**src/rtl/regfile_master_pkg.sv**
```systemverilog
// rtl/regfile_master_pkg.sv - shared op codes, FSM states and width defaults for regfile_master
package regfile_master_pkg;

    localparam int DATA_W_DEF = 8;
    localparam int ADDR_W_DEF = 4;

    typedef enum logic [2:0] {
        OP_MOV = 3'd0,
        OP_ADD = 3'd1,
        OP_SUB = 3'd2,
        OP_AND = 3'd3,
        OP_OR  = 3'd4,
        OP_XOR = 3'd5,
        OP_LDI = 3'd6,
        OP_RD  = 3'd7
    } op_e;

    typedef enum logic [2:0] {
        S_IDLE,
        S_RD_A,
        S_RD_B,
        S_EXEC,
        S_WR_SETUP,
        S_WR_PULSE,
        S_RESP
    } state_e;

endpackage

```
**src/rtl/regfile_alu.sv**
```systemverilog
// rtl/regfile_alu.sv - combinational result/flag generator for register operations
module regfile_alu
    import regfile_master_pkg::*;
#(
    parameter int DATA_W = DATA_W_DEF
) (
    input  op_e               op,
    input  logic [DATA_W-1:0] a,
    input  logic [DATA_W-1:0] b,
    input  logic [DATA_W-1:0] imm,
    output logic [DATA_W-1:0] result,
    output logic              zero,
    output logic              carry
);

    logic [DATA_W:0] wide;

    // One extra bit: carry-out for ADD, wrap-around borrow for SUB, zero otherwise
    always_comb begin
        wide = '0;
        case (op)
            OP_MOV: wide = {1'b0, a};
            OP_ADD: wide = {1'b0, a} + {1'b0, b};
            OP_SUB: wide = {1'b0, a} - {1'b0, b};
            OP_AND: wide = {1'b0, a & b};
            OP_OR:  wide = {1'b0, a | b};
            OP_XOR: wide = {1'b0, a ^ b};
            OP_LDI: wide = {1'b0, imm};
            OP_RD:  wide = {1'b0, a};
            default: wide = '0;
        endcase
        result = wide[DATA_W-1:0];
        carry  = wide[DATA_W];
        zero   = (wide[DATA_W-1:0] == '0);
    end

endmodule

```
**src/rtl/regfile_master.sv**
```systemverilog
// rtl/regfile_master.sv - sequences one register operation at a time over a single-port register file
module regfile_master
    import regfile_master_pkg::*;
#(
    parameter int DATA_W = DATA_W_DEF,
    parameter int ADDR_W = ADDR_W_DEF
) (
    input  logic              clk,
    input  logic              rst,
    input  logic              req_valid,
    output logic              req_ready,
    input  logic [2:0]        req_op,
    input  logic [ADDR_W-1:0] req_rd,
    input  logic [ADDR_W-1:0] req_rs,
    input  logic [ADDR_W-1:0] req_rt,
    input  logic [DATA_W-1:0] req_imm,
    output logic              resp_valid,
    input  logic              resp_ready,
    output logic [DATA_W-1:0] resp_data,
    output logic              resp_zero,
    output logic              resp_carry,
    output logic [ADDR_W-1:0] rf_address,
    output logic [DATA_W-1:0] rf_data_write,
    output logic              rf_write_en,
    input  logic [DATA_W-1:0] rf_data_read
);

    state_e            state, next_state;
    op_e               op_q;
    logic [ADDR_W-1:0] rd_q, rt_q;
    logic [DATA_W-1:0] imm_q, a_q, b_q;
    logic [DATA_W-1:0] alu_result;
    logic              alu_zero, alu_carry;
    logic              two_operand;

    regfile_alu #(.DATA_W(DATA_W)) u_alu (
        .op     (op_q),
        .a      (a_q),
        .b      (b_q),
        .imm    (imm_q),
        .result (alu_result),
        .zero   (alu_zero),
        .carry  (alu_carry)
    );

    assign two_operand = (op_q == OP_ADD) || (op_q == OP_SUB) || (op_q == OP_AND) ||
                         (op_q == OP_OR)  || (op_q == OP_XOR);
    assign req_ready   = (state == S_IDLE);
    assign resp_valid  = (state == S_RESP);

    always_ff @(posedge clk or posedge rst) begin
        if (rst) state <= S_IDLE;
        else     state <= next_state;
    end

    always_comb begin
        next_state = state;
        case (state)
            S_IDLE:     if (req_valid) next_state = (req_op == OP_LDI) ? S_WR_SETUP : S_RD_A;
            S_RD_A:     next_state = two_operand ? S_RD_B : S_EXEC;
            S_RD_B:     next_state = S_EXEC;
            S_EXEC:     next_state = (op_q == OP_RD) ? S_RESP : S_WR_SETUP;
            S_WR_SETUP: next_state = S_WR_PULSE;
            S_WR_PULSE: next_state = S_RESP;
            S_RESP:     if (resp_ready) next_state = S_IDLE;
            default:    next_state = S_IDLE;
        endcase
    end

    // Address/data only move in states where rf_write_en is low, so the write edge sees stable inputs
    always_ff @(posedge clk or posedge rst) begin
        if (rst) begin
            op_q          <= OP_MOV;
            rd_q          <= '0;
            rt_q          <= '0;
            imm_q         <= '0;
            a_q           <= '0;
            b_q           <= '0;
            resp_data     <= '0;
            resp_zero     <= 1'b0;
            resp_carry    <= 1'b0;
            rf_address    <= '0;
            rf_data_write <= '0;
            rf_write_en   <= 1'b0;
        end else begin
            rf_write_en <= (next_state == S_WR_PULSE);
            case (state)
                S_IDLE: begin
                    if (req_valid) begin
                        op_q  <= op_e'(req_op);
                        rd_q  <= req_rd;
                        rt_q  <= req_rt;
                        imm_q <= req_imm;
                        if (req_op == OP_LDI) begin
                            rf_address    <= req_rd;
                            rf_data_write <= req_imm;
                            resp_data     <= req_imm;
                            resp_zero     <= (req_imm == '0);
                            resp_carry    <= 1'b0;
                        end else begin
                            rf_address <= req_rs;
                        end
                    end
                end
                S_RD_A: begin
                    a_q <= rf_data_read;
                    if (two_operand) rf_address <= rt_q;
                end
                S_RD_B: b_q <= rf_data_read;
                S_EXEC: begin
                    resp_data  <= alu_result;
                    resp_zero  <= alu_zero;
                    resp_carry <= alu_carry;
                    if (op_q != OP_RD) begin
                        rf_address    <= rd_q;
                        rf_data_write <= alu_result;
                    end
                end
                default: ;
            endcase
        end
    end

endmodule

```
**config.mk**
```make
export PLATFORM = sky130hd
export DESIGN_NAME = regfile_master
export DESIGN_NICKNAME = d
export VERILOG_FILES = /design/src/rtl/regfile_master_pkg.sv /design/src/rtl/regfile_alu.sv /design/src/rtl/regfile_master.sv
export SDC_FILE = /design/constraint.sdc
export NUM_CORES = 1
export LEC_CHECK = 0
export ABC_CLOCK_PERIOD_IN_PS = 4200
export CORE_MARGIN = 2
export CORE_UTILIZATION = 40
export DETAILED_ROUTE_END_ITERATION = 10
export GPL_TIMING_DRIVEN = 0
export PLACE_DENSITY = 0.6
export SETUP_SLACK_MARGIN = 0.05
export SLEW_MARGIN = 15
export SYNTH_ARGS = -nofsm -noshare
export SYNTH_HDL_FRONTEND = slang
export SYNTH_HIERARCHICAL = 1
export SYNTH_SLANG_ARGS = --single-unit
```
**constraint.sdc**
```tcl
create_clock -name clk -period 4.2 [get_ports clk]
set_clock_uncertainty 0.1 [all_clocks]
set_input_delay 0.63 -clock clk [delete_from_list [all_inputs] [get_ports clk]]
set_output_delay 0.63 -clock clk [all_outputs]
set_load 0.1 [all_outputs]
```
# After elaboration in Yosys (flattened, before gate mapping)
# Cells that the tools add are included.
# word_totals
register_bits	61
in_bits	35
output_inout_bits	25
word_cells	76
# op_classes
addsub	2
eq_ne	20
muxes	23
bitwise_logic	3
reduce_logical	15
# op_table
op	count
one-hot mux 9 bit (7 select lines)	1
one-hot mux 8 bit (2 select lines)	2
== test 3 bit (second input constant)	9
two-way mux 8 bit	3
one-hot mux 3 bit (7 select lines)	1
logical NOT 8 bit	2
two-way mux 4 bit	4
== test 3 x 2 -> 1 bit (second input constant)	4
one-hot mux 4 bit (3 select lines)	1
adder 8 x 8 -> 9 bit	1
two-way mux 3 bit	3
subtractor 8 x 8 -> 9 bit	1
bitwise AND 8 bit	1
OR 8 bit	1
AND reduction 4 bit	2
XOR 8 bit	1
== test 3 x 1 -> 1 bit (second input constant)	2
logical NOT 3 bit	2
inequality test 2 bit (second input constant)	3
two-way mux 1 bit	5
logical OR 1 bit	4
one-hot mux 1 bit (2 select lines)	2
inequality test 3 bit (second input constant)	1
AND reduction 3 bit	1
6 further kinds	6

# Depth between registers and ports, before layout
# depth
ltp_word	8
depth_mapped	16
depth_no_buf	13

# Hierarchy
# The synthesis kept the hierarchy.
# modules_own_cells
module	n_inst	cells_each	area_per_inst_um2	seq_area_each_um2
regfile_master	1	242	2685.1	1526.5
regfile_alu	1	184	1287.5	0.0

# Least setup slack after synthesis
# Ideal clock, no wire load.
# synth_path
kind	register to register
from	register op_q[1]
to	register resp_zero
setup_time_ns	0.082
t_arrival_ns	3.411
required_time_ns	4.018
path_slack_ns	0.607
stages_incl_launch_ff	16
path_buffers	4
synth_period_minus_slack_ns	3.593
cell_sequence	dfrtp_1 -> buf_4 -> buf_2 -> buf_2 -> and3_1 -> clkbuf_1 -> mux2i_1 -> fa_1 -> a21o_1 -> a21oi_1 -> xor2_1 -> a22oi_1 -> or4b_1 -> nor4_2 -> nand2_1 -> a31oi_1
# synth_between
elab_chain_cells	5
word_cells_on_any_way	12
cone_classes	eq/ne: 7; mux: 2; reduce/logical: 3
# synth_lines
element	line	rtl
start, declared	regfile_master.sv:29	op_e op_q;
start signal, assigned	regfile_master.sv:90	op_q <= op_e'(req_op);
== test 3 bit or logical NOT 3 bit (tied branches)	regfile_alu.sv:21	case (op)
OR reduction 2 bit (no line)	n/a	
one-hot mux 9 bit (7 select lines) (*)	regfile_alu.sv:21	
net alu_result[4]	regfile_master.sv:32	logic [DATA_W-1:0] alu_result;
logical NOT 8 bit (*)	regfile_alu.sv:34	zero = (wide[DATA_W-1:0] == '0);
net alu_zero	regfile_master.sv:33	logic alu_zero, alu_carry;
one-hot mux 1 bit (2 select lines) (*)	regfile_master.sv:87	case (state)
end signal, assigned	regfile_master.sv:98	resp_zero <= (req_imm == '0);
end signal, assigned	regfile_master.sv:112	resp_zero <= alu_zero;
end, declared	regfile_master.sv:20	output logic resp_zero,
# Mark *: on every way through the listed nets, which the timed path passes. The rest lies on a longest branch.
# A chain may end at the register's enable or synchronous reset.

# Worst setup path in the final report
# Same ends and word-level chain as after synthesis.

==> impl_metrics.csv <==
group,metric,value,unit
global_routing,track_usage,0.192,
cells_and_area,final_common_cell,"nand2_1",
yosys,syn_inst,426,
run,cap_violations,0,
cells_and_area,area_delta_synth_final,24.9,%
floorplanning,fp.coreArea,9680,µm²
clocking,root_buffer,"clkbuf_8",
detailed_routing,wl,9720,µm
timing,fmax,260,MHz
setup_path,worst_setup_path_start_kind,"register",
cells_and_area,design_area,4960,µm²
floorplanning,die_area,10700,µm²
detailed_routing,dr_wl_met2,4770,µm
placed_design,dp_hpwl,7590,µm
detailed_routing,drt_pass1_iterations,5,
timing,setup_viol,0,
floorplanning,die_h,104,µm
timing,fin_crit,3.85,ns
detailed_routing,drc,0,
worst_hold_path,worstHoldPathType,"register to register",
timing,finalCritPeriodShare,0.916,
setup_path,critical_path_class,"register to register",
yosys,synthFlopType,"dfrtp_1",
timing,setup_tns,0,ns
cells_and_area,post-route-util,0.513,
floorplanning,fp-row-count,36,
timing,tightestPinTransition,0.988,ns
yosys,yosys_register_bits,61,
yosys,yosysSeqAreaShare,0.384,
cells_and_area,nNetsFinal,557,
timing,rsz0062_at_grt,"false",
placed_design,gp_congestion,0.847,
setup_path,arrival,4.02,ns
detailed_routing,via_count,3308,
timing,hold_viol_final,0,
detailed_routing,dr_wl_met3,352,µm
yosys,synth-async-reset-ratio,1.00,
cells_and_area,layout_common_cells,"74 x nand2_1, 60 x dfrtp_1, 59 x clkdlybuf4s50_1",
global_routing,grt_pass1_wl,16600,µm
global_routing,grt_pass1_vias,3383,
clocking,clock_path_buffers,2,
yosys,yosysWarningCount,6,
timing,drv_slew,0,
detailed_routing,vias_per_cell,5.22,
clocking,h-tree-depth,3,
yosys,synth_area_per_cell,9.33,µm²
yosys,netlist_area,3970,µm²
detailed_routing,ant_nets,0,
placed_design,placed_cell_area,4760,µm²
detailed_routing,wl_per_cell,15.3,µm
cells_and_area,layout-drive-gt1-share,0.160,
floorplanning,pin_count,60,
setup_path,crit_path_end_kind,"register",
clocking,numCtsBuffers,9,
global_routing,antenna_found_initial,0,
timing,max_slew_margin,0.339,
yosys,synthesis.nets,487,
clocking,clock_sinks,61,
detailed_routing,wl_met1,4420,µm
clocking,cts_tree,"built",
floorplanning,die_w,104,µm
yosys,synth_cell_types,65,
global_routing,globalRoute.totalOverflow,0,
clocking,cts_resized,0,
detailed_routing,drt_iter0_markers,143,
yosys,synth-edff-count,0,
clocking,clk_pin_slew,0.07,ns
setup_path,critPathMaxFanout,10,
status,status,"finished, final reports clean",
clocking,hold_buffers,0,
placed_design,io_buffers,59,
setup_path,crit_required,4.37,ns
clocking,cts_setup_buffers,0,
detailed_routing,dr.max_layer_used,"met4",
clocking,clk_latency,0.36,ns
floorplanning,initial_core_util,0.410,
global_routing,grt_max_degree,46,
cells_and_area,n_antenna_cell,0,
-- metal layers --
layer,up-vias,GRT usage
met5,-,0
met4,0,0.0676
met3,16,0.0409
met2,59,0.328
met1,1594,0.240
li1,1639,-
-- flip-flops by register name, indices dropped and copies added (netlist names), 4 cells and up --
name           count
rf_address         4
b_q                8
rf_data_write      8
imm_q              8
rd_q               4
rt_q               4
resp_data          8
a_q                8
-- worst max-delay path, cell delays in order, from the launching register on --
cell and delay (ns):
dfrtp_2 0.43, buf_4 0.20, buf_2 0.23, clkbuf_4 0.24, and3_4 0.26, mux2i_1 0.12, fa_1 0.47, a21o_1 0.20
a21oi_1 0.19, xor2_1 0.21, a22oi_1 0.12, or4b_1 0.56, nor4_2 0.19, nand2_1 0.08, a31oi_1 0.17
-- synthesized netlist by cell type, types with 3 or more instances --
library cell,count,area share
dfrtp_1,61,0.38
nand2b_1,4,0.0063
inv_1,24,0.023
nand2_1,74,0.070
mux2i_1,12,0.030
clkbuf_1,3,0.0028
nor2_1,33,0.031
nor3b_1,3,0.0057
buf_2,12,0.015
a211oi_1,7,0.013
a31oi_1,10,0.016
xor2_1,4,0.0088
nor2b_1,3,0.0047
nor3_1,5,0.0063
ha_1,25,0.079
a311o_1,4,0.010
xnor2_1,8,0.018
a22oi_1,3,0.0057
a21oi_1,22,0.028
o21ai_0,15,0.019
and3_1,6,0.0094
mux2_2,30,0.085
-- path summary, 6_finish.rpt --
| kind | start | to | slack (ns) | depth (start not counted) |
|---|---|---|---|---|
| worst max-delay path | op_q[1] | resp_zero | 0.35 | 14 |
| worst min-delay path | rd_q[2] | rd_q[2] | 0.37 | 2 |
| worst max register to register | op_q[1] | resp_zero | 0.35 | 14 |
| worst min register to register | rd_q[2] | rd_q[2] | 0.37 | 2 |
| max in group asynchronous | rst | rf_data_write[1] | 3.05 | 3 |
| min in group asynchronous | rst | b_q[1] | 0.46 | 2 |
-- stage by stage --
stage / setup WS (ns) / std cells / hold slack (ns)
after global routing: 0.0622 / 634 / 0.403
final: 0.351 / 634 / 0.373
after floorplan: 0.607 / 426 / 0.340
after detailed placement: 0.0250 / 619 / 0.362
after global placement: 0.0564 / 618 / 0.358
after CTS: 0.110 / 634 / 0.380
-- layout make-up --
type                       instances  area (µm²)
clock inverter                     6        61.3
inverter                          25        96.3
timing repair buffer              60         618
multi-input combinational        320        2240
tap                              133         166
clock buffer                      10         138
fill                             954        4720
sequential                        61        1530
buffer                            19         111
-- kinds of logic after synthesis --
family                     Yosys count  share of synthesized area
AOI/OAI and AO/OA                   87                      0.148
and+or+nand+nor                    150                      0.178
buffers and inverters               45                     0.0520
adders and majority gates           26                     0.0838
xor gates and xnor gates            12                     0.0265
DFF                                 61                      0.384
muxes                               45                      0.128
Power is left out: the tool's default activity adds up to more than one toggle a clock period on the data nets, which glitch-free logic cannot reach.
